--- src/rtl/seven_seg_pkg.sv ---
// Shared constants and helpers for the multiplexed seven-segment scanner.
package seven_seg_pkg;

  // Segment bus {dp,g..a} and anode selects are active-low.
  localparam logic [7:0] SEG_OFF = 8'hFF;
  localparam logic       SEL_OFF = 1'b1;

  // Ceiling log2 for counter widths; never returns less than 1 so that a
  // modulo-1 or modulo-2 counter still gets a legal one-bit register.
  function automatic int unsigned clog2(input longint unsigned value);
    int unsigned width;
    width = 1;
    while ((64'd1 << width) < value) width++;
    return width;
  endfunction

  // Hex glyphs (0-9, A, b, C, d, E, F) as active-low {g,f,e,d,c,b,a}.
  function automatic logic [6:0] hex_to_segments(input logic [3:0] value);
    logic [6:0] seg;
    case (value)
      4'h0: seg = 7'h40;
      4'h1: seg = 7'h79;
      4'h2: seg = 7'h24;
      4'h3: seg = 7'h30;
      4'h4: seg = 7'h19;
      4'h5: seg = 7'h12;
      4'h6: seg = 7'h02;
      4'h7: seg = 7'h78;
      4'h8: seg = 7'h00;
      4'h9: seg = 7'h10;
      4'hA: seg = 7'h08;
      4'hB: seg = 7'h03;
      4'hC: seg = 7'h46;
      4'hD: seg = 7'h21;
      4'hE: seg = 7'h06;
      default: seg = 7'h0E;
    endcase
    return seg;
  endfunction

endpackage

--- src/rtl/tick_divider.sv ---
// Free-running modulo-MODULUS counter emitting a pulse on its last count.
module tick_divider
  import seven_seg_pkg::*;
#(
  parameter int unsigned MODULUS = 2
) (
  input  logic clk,
  input  logic rst_n,
  output logic tick_o
);

  localparam int unsigned W = clog2(MODULUS);

  logic [W-1:0] cnt_q, cnt_d;

  assign tick_o = (cnt_q == W'(MODULUS - 1));

  // Advance the count, wrapping to zero on the tick cycle.
  always_comb begin
    cnt_d = tick_o ? '0 : cnt_q + W'(1);
  end

  // Count register.
  always_ff @(posedge clk or negedge rst_n) begin
    if (!rst_n) cnt_q <= '0;
    else        cnt_q <= cnt_d;
  end

endmodule

--- src/rtl/seven_segment_scanner.sv ---
// N-digit common-anode scanner: frame snapshot, blink/dp masks, leading-zero
// blanking, PWM dimming and a one-cycle dark gap between digits.
module seven_segment_scanner
  import seven_seg_pkg::*;
#(
  parameter int unsigned NUMBER_OF_DIGITS            = 4,
  parameter int unsigned BOARD_CLOCK_FREQUENCY_IN_HZ = 100_000_000,
  parameter int unsigned REFRESH_RATE_IN_HERTZ       = 500,
  parameter int unsigned BLINK_RATE_IN_HERTZ         = 2,
  parameter int unsigned BRIGHTNESS_BITS             = 4
) (
  input  logic                            clk,
  input  logic                            rst_n,
  input  logic [4*NUMBER_OF_DIGITS-1:0]   number,
  input  logic [NUMBER_OF_DIGITS-1:0]     dp_mask,
  input  logic [NUMBER_OF_DIGITS-1:0]     blink_mask,
  input  logic                            blank_leading_zeros,
  input  logic [BRIGHTNESS_BITS-1:0]      brightness,
  output logic [NUMBER_OF_DIGITS-1:0]     io_sel,
  output logic [7:0]                      io_seg,
  output logic                            frame_start
);

  localparam int unsigned N                 = NUMBER_OF_DIGITS;
  localparam int unsigned B                 = BRIGHTNESS_BITS;
  localparam int unsigned CYCLES_PER_DIGIT  = BOARD_CLOCK_FREQUENCY_IN_HZ / REFRESH_RATE_IN_HERTZ / N;
  localparam int unsigned BLINK_HALF_PERIOD = BOARD_CLOCK_FREQUENCY_IN_HZ / (2 * BLINK_RATE_IN_HERTZ);
  localparam int unsigned IDX_W             = clog2(N);
  localparam logic [IDX_W-1:0] LAST_IDX     = IDX_W'(N - 1);

  if (N < 1) begin : g_bad_digits
    $error("NUMBER_OF_DIGITS must be at least 1");
  end
  if (CYCLES_PER_DIGIT < (32'd1 << B)) begin : g_bad_slot
    $error("CYCLES_PER_DIGIT must be at least 2**BRIGHTNESS_BITS");
  end

  logic slot_tick, blink_tick;

  tick_divider #(.MODULUS(CYCLES_PER_DIGIT)) u_slot_div (
    .clk    (clk),
    .rst_n  (rst_n),
    .tick_o (slot_tick)
  );

  tick_divider #(.MODULUS(BLINK_HALF_PERIOD)) u_blink_div (
    .clk    (clk),
    .rst_n  (rst_n),
    .tick_o (blink_tick)
  );

  logic [IDX_W-1:0] idx_q, idx_d;
  logic [4*N-1:0]   snap_num_q, snap_num_d;
  logic [N-1:0]     snap_dp_q, snap_dp_d;
  logic [N-1:0]     snap_blink_q, snap_blink_d;
  logic             snap_blz_q, snap_blz_d;
  logic [B-1:0]     snap_bright_q, snap_bright_d;
  logic [B-1:0]     pwm_q, pwm_d;
  logic             phase_q, phase_d;
  logic [N-1:0]     sel_q, sel_d;
  logic [7:0]       seg_q, seg_d;
  logic             fs_q, fs_d;
  logic             load;

  // Next digit index, frame snapshot and free-running PWM/blink state.
  always_comb begin
    idx_d = idx_q;
    if (slot_tick) idx_d = (idx_q == LAST_IDX) ? '0 : idx_q + IDX_W'(1);
    load          = slot_tick && (idx_d == '0);
    snap_num_d    = load ? number              : snap_num_q;
    snap_dp_d     = load ? dp_mask             : snap_dp_q;
    snap_blink_d  = load ? blink_mask          : snap_blink_q;
    snap_blz_d    = load ? blank_leading_zeros : snap_blz_q;
    snap_bright_d = load ? brightness          : snap_bright_q;
    pwm_d         = pwm_q + B'(1);
    phase_d       = phase_q ^ blink_tick;
  end

  logic [N-1:0] lz_blank;
  logic         zero_run;
  logic [3:0]   digit;
  logic         dp_bit;
  logic         blank;
  logic         pwm_on;

  // Output decode is taken from next-state values so the registered pins
  // line up with the index/slot they describe (gap on the slot-0 cycle).
  always_comb begin
    lz_blank = '0;
    zero_run = 1'b1;
    for (int i = int'(N) - 1; i >= 0; i--) begin
      zero_run    = zero_run && (snap_num_d[4*i +: 4] == 4'h0);
      lz_blank[i] = snap_blz_d && zero_run && (i != 0);
    end
    digit  = 4'h0;
    dp_bit = 1'b0;
    blank  = 1'b0;
    for (int i = 0; i < int'(N); i++) begin
      if (idx_d == IDX_W'(i)) begin
        digit  = snap_num_d[4*i +: 4];
        dp_bit = snap_dp_d[i];
        blank  = lz_blank[i] || (phase_d && snap_blink_d[i]);
      end
    end
    pwm_on = (&snap_bright_d) || (pwm_d < snap_bright_d);
    seg_d  = blank ? SEG_OFF : {~dp_bit, hex_to_segments(digit)};
    sel_d  = {N{SEL_OFF}};
    for (int i = 0; i < int'(N); i++) begin
      if ((idx_d == IDX_W'(i)) && !slot_tick && !blank && pwm_on) sel_d[i] = 1'b0;
    end
    fs_d = load;
  end

  // State and registered pin drivers.
  always_ff @(posedge clk or negedge rst_n) begin
    if (!rst_n) begin
      idx_q         <= LAST_IDX;
      snap_num_q    <= '0;
      snap_dp_q     <= '0;
      snap_blink_q  <= '0;
      snap_blz_q    <= 1'b0;
      snap_bright_q <= '0;
      pwm_q         <= '0;
      phase_q       <= 1'b0;
      sel_q         <= {N{SEL_OFF}};
      seg_q         <= SEG_OFF;
      fs_q          <= 1'b0;
    end else begin
      idx_q         <= idx_d;
      snap_num_q    <= snap_num_d;
      snap_dp_q     <= snap_dp_d;
      snap_blink_q  <= snap_blink_d;
      snap_blz_q    <= snap_blz_d;
      snap_bright_q <= snap_bright_d;
      pwm_q         <= pwm_d;
      phase_q       <= phase_d;
      sel_q         <= sel_d;
      seg_q         <= seg_d;
      fs_q          <= fs_d;
    end
  end

  assign io_sel      = sel_q;
  assign io_seg      = seg_q;
  assign frame_start = fs_q;

endmodule
--- config.mk ---
export PLATFORM = sky130hd
export DESIGN_NAME = seven_segment_scanner
export DESIGN_NICKNAME = d
export VERILOG_FILES = /design/src/rtl/seven_seg_pkg.sv /design/src/rtl/tick_divider.sv /design/src/rtl/seven_segment_scanner.sv
export SDC_FILE = /design/constraint.sdc
export NUM_CORES = 1
export LEC_CHECK = 0
export ABC_AREA = 1
export BUFFER_PORTS_ARGS = -buffer_cell sky130_fd_sc_hd__clkbuf_2
export CORE_UTILIZATION = 40
export CTS_CLUSTER_DIAMETER = 150
export CTS_CLUSTER_SIZE = 8
export DETAILED_ROUTE_END_ITERATION = 10
export GPL_TIMING_DRIVEN = 0
export PLACE_DENSITY = 0.57
export SLEW_MARGIN = 20
export SYNTH_ARGS = -nofsm -noshare
export SYNTH_HDL_FRONTEND = slang
export SYNTH_SLANG_ARGS = --single-unit
--- constraint.sdc ---
create_clock -name clk -period 2.55 [get_ports clk]
set_clock_uncertainty 0.1 [all_clocks]
set_input_delay 0.1275 -clock clk [delete_from_list [all_inputs] [get_ports clk]]
set_output_delay 0.1275 -clock clk [all_outputs]
set_load 0.05 [all_outputs]
======== Word level (Yosys, flattened, before mapping) ========
Memory sizes are Yosys's and may differ from the RTL's.
Cells that the tools add are included.
word-level totals
  output and inout bits ................... 13
  bits in read-only memories .............. 112
  bits in latches ......................... 0
  flip-flop bits (word level) ............. 90
  bits in writable memories ............... 0
  memories kept ........................... 1
  logic and storage cells ................. 86
  input bits .............................. 31
memories
  name             words  bits a word  read ports  clocked after Yosys merged registers in  wr ports  line                 RTL
  (no name shown)  16     7            1           0                                        0         seven_seg_pkg.sv:20  case (value)
cells by class
  $add $sub $neg .......................... 4
  multiplexer cells ....................... 26
  div/mod/pow operators ................... 0
  magnitude comparators ................... 1
  equal/unequal tests ..................... 6
  reductions and logical operators ........ 33
  multiply operators ...................... 0
  bitwise logic cells ..................... 2
  shift-type cells ........................ 0
operator list
  cell                   count
  $mux 16                2
  $mux 4                 7
  $add 25x1->25 const B  1
  $eq 25x25->1 const B   1
  $mux 25                1
  $logic_and 1x1->1      22
  $add 16x1->16 const B  1
  $eq 16x16->1 const B   1
  $mux 1                 13
  $logic_not 4->1        3
  $mux 8                 1
  $eq 2x2->1 const B     3
  $add 4x1->4 const B    1
  $logic_or 1x1->1       4
  $lt 4x4->1             1
  $mux 2                 2
  $reduce_and 4->1       1
  $add 2x1->2 const B    1
  $eq 2x1->1 const B     1
  $logic_not 1->1        2
  $logic_not 2->1        1
  $not 1->1              1
  $xor 1x1->1            1

======== Logic depth before layout (Yosys ltp) ========
  word-level depth ........................ 18
  depth in mapped cells ................... 23

======== Cells and area by module ========
From an unflattened synthesis, not the netlist that was laid out.
unflattened totals
  cells, all modules ...................... 666
  area, all modules ....................... 5127.4 µm²
modules (own cells, without submodules)
  module                       times used  sequential area each (µm²)  cells an instance  area each (µm²)
  seven_segment_scanner        1           1243.7                      331                2671.3
  tick_divider at u_blink_div  1           625.6                       214                1579.0
  tick_divider at u_slot_div   1           400.4                       121                877.1

======== Worst setup path before layout ========
Ideal clock, no wire load.
  path type ............................... register -> register
  start point ............................. register idx_q[0]
  end point ............................... register sel_q[3], in the netlist io_sel[3]
  data arrival time ....................... 2.295 ns
  stages on the path, launching flop included .. 15
  data required time ...................... 2.353 ns
  path buffers ............................ 2
  period minus slack after synthesis ...... 2.492 ns
  path slack .............................. 0.058 ns
  path through ............................ dfstp_2 -> ha_1 -> nor2_1 -> nor2_8 -> nand2_4 -> buf_6 -> buf_2 -> nand2_1 -> nand2_1 -> inv_1 -> ha_1 -> a21oi_1 -> nand2_1 -> nand2_1 -> nand4_1
on the way
  elaborated cells between the ends (all ways) .. 40
RTL lines
  what                                            line                          RTL
  from (decl)                                     seven_segment_scanner.sv:52   logic [IDX_W-1:0] idx_q, idx_d;
  from (signal assigned)                          seven_segment_scanner.sv:129  idx_q <= idx_d;
  $add 2x1->2 or $eq 2x2->1 (tied branches)       seven_segment_scanner.sv:68   if (slot_tick) idx_d = (idx_q == LAST_IDX) ? '0 : idx_q + IDX_W'(1);
  $mux 2                                          seven_segment_scanner.sv:68
  $mux 2 *                                        seven_segment_scanner.sv:68
  $logic_not 2->1 *                               seven_segment_scanner.sv:69   load = slot_tick && (idx_d == '0);
  $logic_and 1x1->1 *                             seven_segment_scanner.sv:69
  $mux 4 *                                        seven_segment_scanner.sv:74   snap_bright_d = load ? brightness : snap_bright_q;
  via snap_bright_d[3]                            seven_segment_scanner.sv:57   logic [B-1:0] snap_bright_q, snap_bright_d;
  $lt 4x4->1 or $reduce_and 4->1 (tied branches)  seven_segment_scanner.sv:105  pwm_on = (&snap_bright_d) || (pwm_d < snap_bright_d);
  $logic_or 1x1->1 *                              seven_segment_scanner.sv:105
  $logic_and 1x1->1 *                             seven_segment_scanner.sv:109  if ((idx_d == IDX_W'(i)) && !slot_tick && !blank && pwm_on) sel_d[i] = 1'b0;
  $mux 1 *                                        seven_segment_scanner.sv:109
  via sel_d[3]                                    seven_segment_scanner.sv:60   logic [N-1:0] sel_q, sel_d;
  to (signal assigned)                            seven_segment_scanner.sv:125  sel_q <= {N{SEL_OFF}};
  to (signal assigned)                            seven_segment_scanner.sv:137  sel_q <= sel_d;
  to (decl)                                       seven_segment_scanner.sv:60
Mark *: on every way through the listed nets, which the timed path passes. The rest lies on a longest branch.

======== Worst setup path in the final report ========
  start point ............................. register u_slot_div.cnt_q[5]
  end point ............................... register seg_q[3], in the netlist io_seg[3]
on the way
  longest elaborated chain between the ends .. 14
  elaborated cells between the ends (all ways) .. 35
ends and longest elaborated chain
  what                            line                          RTL
  from (decl)                     tick_divider.sv:14            logic [W-1:0] cnt_q, cnt_d;
  from (signal assigned)          tick_divider.sv:26            else cnt_q <= cnt_d;
  $eq 16x16->1 *                  tick_divider.sv:16            assign tick_o = (cnt_q == W'(MODULUS - 1));
  $mux 2                          seven_segment_scanner.sv:68
  $logic_not 2->1                 seven_segment_scanner.sv:69
  $logic_and 1x1->1 *             seven_segment_scanner.sv:69
  $mux 16 *                       seven_segment_scanner.sv:70   snap_num_d = load ? number : snap_num_q;
  via snap_num_d[13]              seven_segment_scanner.sv:53   logic [4*N-1:0] snap_num_q, snap_num_d;
  $logic_not 4->1                 seven_segment_scanner.sv:92   zero_run = zero_run && (snap_num_d[4*i +: 4] == 4'h0);
  $logic_and 1x1->1 (2 in a row)  seven_segment_scanner.sv:92
  $logic_and 1x1->1               seven_segment_scanner.sv:93   lz_blank[i] = snap_blz_d && zero_run && (i != 0);
  $logic_or 1x1->1                seven_segment_scanner.sv:102  blank = lz_blank[i] || (phase_d && snap_blink_d[i]);
  $mux 1 (3 in a row)             seven_segment_scanner.sv:99   if (idx_d == IDX_W'(i)) begin
  $mux 8 *                        seven_segment_scanner.sv:106  seg_d = blank ? SEG_OFF : {~dp_bit, hex_to_segments(digit)};
  via seg_d[3]                    seven_segment_scanner.sv:61   logic [7:0] seg_q, seg_d;
  to (signal assigned)            seven_segment_scanner.sv:138  seg_q <= seg_d;
  to (decl)                       seven_segment_scanner.sv:61
Marks and branches as above.

==> flow_metrics.py <==
metrics = {
    "worst_setup_path": {
        "cp.depth": 22,
        "cpMostUsedCell": "nand2_1",
        "ff2ff_path_depth": 22,
        "path_class": "flip-flop to flip-flop",
        "path_cells": "nor2_2, nand2_1, nor2_1, nand2_2, nand2_4, nand2_8, nand2_8, buf_6, nand2_1, nand2_1, inv_2, nand2_2, nand2_2, nor2_4, inv_2, ha_2, nand2_2, nand2_1, nand2_1, nand2_1, inv_1, nand2_1",
        "cp-end-kind": "flip-flop",
        "crit_slowest_cell": "dfrtp_1",
        "cp_data_required_time_ps": 2710,
        "crit_arrival_ps": 2700,
        "max_stage_delay_ps": 420,
        "path_buf_inv": 4,
        "startpoint_type": "flip-flop",
        "cp_max_fo": 4,
        "crit_family": "simple AND/OR/NAND/NOR gates",
    },
    "floorplan": {
        "die_w_um": 111,
        "dieArea_um2": 12300,
        "die_h_um": 111,
        "start_util_pct": 41.3,
        "io_pins": 44,
        "coreArea_um2": 11500,
        "fp-row-count": 39,
    },
    "pwr": {
        "irDropWorstVdd_mv": 0.536,
        "static-leakage-power_nw": 3.48,
        "total_power_mw": 2.97,
        "p_per_area_nw_per_um2": 454,
    },
    "global_routing": {
        "grtUsageTotal_pct": 19.0,
        "grt_max_degree": 91,
        "grt.overflow.total": 0,
        "antenna_found_initial": 0,
        "grt_pass1_vias": 4071,
        "grt_pass1_wl_um": 18800,
    },
    "synthesis": {
        "ys_top_cells_by_area": "dfrtp_1, nand2_1, dfstp_2, inv_1, nor2_1",
        "async_reset_ff_share_pct": 100,
        "yosysSeqAreaShare_pct": 47.7,
        "netlist.area_leader.share_pct": 40.0,
        "synthFlopType": "dfrtp_1",
        "syn_area_um2": 4750,
        "ys_seq_elements": 90,
        "syn_avg_cell_area_um2": 7.90,
        "syn_inst": 602,
        "synth-edff-count": 0,
        "yosysUniqueCellTypes": 41,
        "ys_warn_count": 0,
        "yosysTopAreaCell": "dfrtp_1",
        "synthesis.nets": 645,
    },
    "clocking": {
        "clockRootBuffer": "clkbuf_16",
        "clock_path_buffers": 2,
        "numCtsBuffers": 9,
        "insertion_delay_ps": 340,
        "clkSinkCount": 90,
        "h-tree-depth": 3,
        "clk_pin_slew_ps": 70,
        "cts_tree": "built",
    },
    "sta": {
        "setup_violations": 0,
        "fin_crit_ps": 2540,
        "fmax_mhz": 393,
        "slew_viol_final": 0,
        "max_slew_margin_pct": 53.2,
        "rsz0062_at_grt": "yes",
        "worstMarginPinSlew_ps": 702,
        "finalHoldViolations": 0,
        "period_share_pct": 99.7,
        "fin_setup_tns_ps": 0,
    },
    "drt": {
        "wl_per_cell_um": 13.2,
        "remaining_drc_errors": 0,
        "viasPerCell": 4.79,
        "ant_nets": 0,
        "vias": 4186,
        "routed_wl_um": 11500,
        "drt-initial-drc-count": 175,
        "first_pass_iters": 4,
    },
    "finish": {
        "final_cell_mix": "nand2_1, inv_1, dfrtp_1",
        "finalNetCount": 768,
        "fillers": 1048,
        "layout_commonest_cell": "nand2_1",
        "layout-drive-gt1-share_pct": 34.0,
        "multi_input_comb_area_um2": 2430,
        "design_area_um2": 6530,
        "syn_to_final_growth_pct": 37.5,
        "utilization_pct": 56.7,
        "antennaDiodeCount": 0,
        "instances_no_fill": 873,
        "seqCellArea_um2": 2270,
    },
    "run_status": {
        "status": "completed",
    },
    "job": {
        "maxCapViolCount": 0,
    },
    "hold_path": {
        "holdPathStages": 4,
        "holdCritPathClass": "primary input to flip-flop",
    },
    "placed_design": {
        "place_congestion": 0.796,
        "placed_area_um2": 5160,
        "portBuffers": 43,
        "place_hpwl_um": 7250,
        "dp.cells": 788,
    },
}
==> through the flow <==
stage | hold slack, ps | setup slack [ps]
2_1_floorplan | -268 | 58.1
3_3_place_gp | 255 | -415
3_5_place_dp | 145 | -455
4_1_cts | 10.2 | -21.0
5_1_grt | 63.7 | -191
6_report | 36.0 | 8.16
==> worst paths after layout <==
kind	startpoint	endpoint	slack [ps]
setup / recovery	u_slot_div.cnt_q[5]	io_seg[3]	8
hold / removal	number[14]	snap_num_q[14]	40
setup reg to reg	u_slot_div.cnt_q[5]	io_seg[3]	8
hold reg to reg	u_blink_div.cnt_q[0]	u_blink_div.cnt_q[0]	370
max in group asynchronous	rst_n	snap_bright_q[2]	1570
min in group asynchronous	rst_n	u_slot_div.cnt_q[9]	310
==> flip-flops by register name, summed over array words and instances (netlist names) <==
signal             flops
u_blink_div.cnt_q     25
snap_num_q            16
u_slot_div.cnt_q      16
io_seg                 8
io_sel                 4
pwm_q                  4
snap_blink_q           4
snap_bright_q          4
snap_dp_q              4
idx_q                  2
frame_start            1
phase_q                1
snap_blz_q             1
==> layer usage <==
layer,up-vias,global-route usage [%],part of all wire [%]
met5,-,0,0
met4,0,4.77,1.4
met3,12,4.37,3.0
met2,66,31.6,50
met1,1981,25.0,46
li1,2127,-,-
==> synth_stat cells (2+ instances only) <==
library cell / number
dfstp_2: 14
nand2_1: 178
nor3b_1: 3
inv_1: 92
nand3b_1: 6
xor2_1: 9
nor3_1: 12
xnor2_1: 3
o21ai_2: 2
buf_6: 4
nand2_4: 3
nor2_2: 10
nor2_4: 3
o21ai_0: 13
a221oi_1: 2
ha_1: 12
nor2_1: 53
nand3_1: 34
inv_2: 13
nand4_1: 11
nand2_2: 5
nor4_1: 6
a31oi_1: 2
o21ai_1: 5
dfrtp_1: 76
a21oi_1: 16
==> repair_timing <==
| item | CTS | global route |
|---|---|---|
| endpoints found under the hold margin | 95 | 0 |
| gates resized for setup | 44 | 78 |
| pin swaps | 22 | 29 |
| cloned | 0 | 0 |
| hold buffers | 20 | 0 |
| endpoints found under the setup margin | 13 | 20 |
| setup buffers | 27 | 22 |
==> where the power goes <==
part	internal [mW]	leakage, nW	switching, mW
Clock	0.889	0.163	0.567
Sequential	1.43	1.10	0
Combinational	0.0392	2.22	0.0417
==> cells by family (layout without fill, tap and decap cells) <==
logic type	after synthesis	count (layout)	share of synthesized area [%]
compound gates	44	44	5.40
flops	90	90	47.7
xor+xnor	12	12	2.21
fa+ha+maj	12	12	3.16
buf+inv	112	240	9.58
simple gates	332	332	31.9
==> worst register-to-register path, cell delays in order, from the launching register on <==
cell and delay, ps:
dfrtp_1 420, nor2_2 160, nand2_1 60, nor2_1 110, nand2_2 100, nand2_4 110, nand2_8 80, nand2_8 110
buf_6 130, nand2_1 50, nand2_1 90, inv_2 50, nand2_2 60, nand2_2 70, nor2_4 150, inv_2 80
ha_2 190, nand2_2 70, nand2_1 50, nand2_1 60, nand2_1 50, inv_1 50, nand2_1 50
==> cell type report <==
type / count / share of cell area, %
timing repair buffer: 112 / 12.6
buffer: 7 / 1.38
clock inverter: 6 / 1.34
multi-input combinational: 400 / 37.2
tap: 143 / 2.74
sequential: 90 / 34.7
inverter: 105 / 6.30
clock buffer: 10 / 3.66
Note: power is estimated with default switching activity, not from simulation.
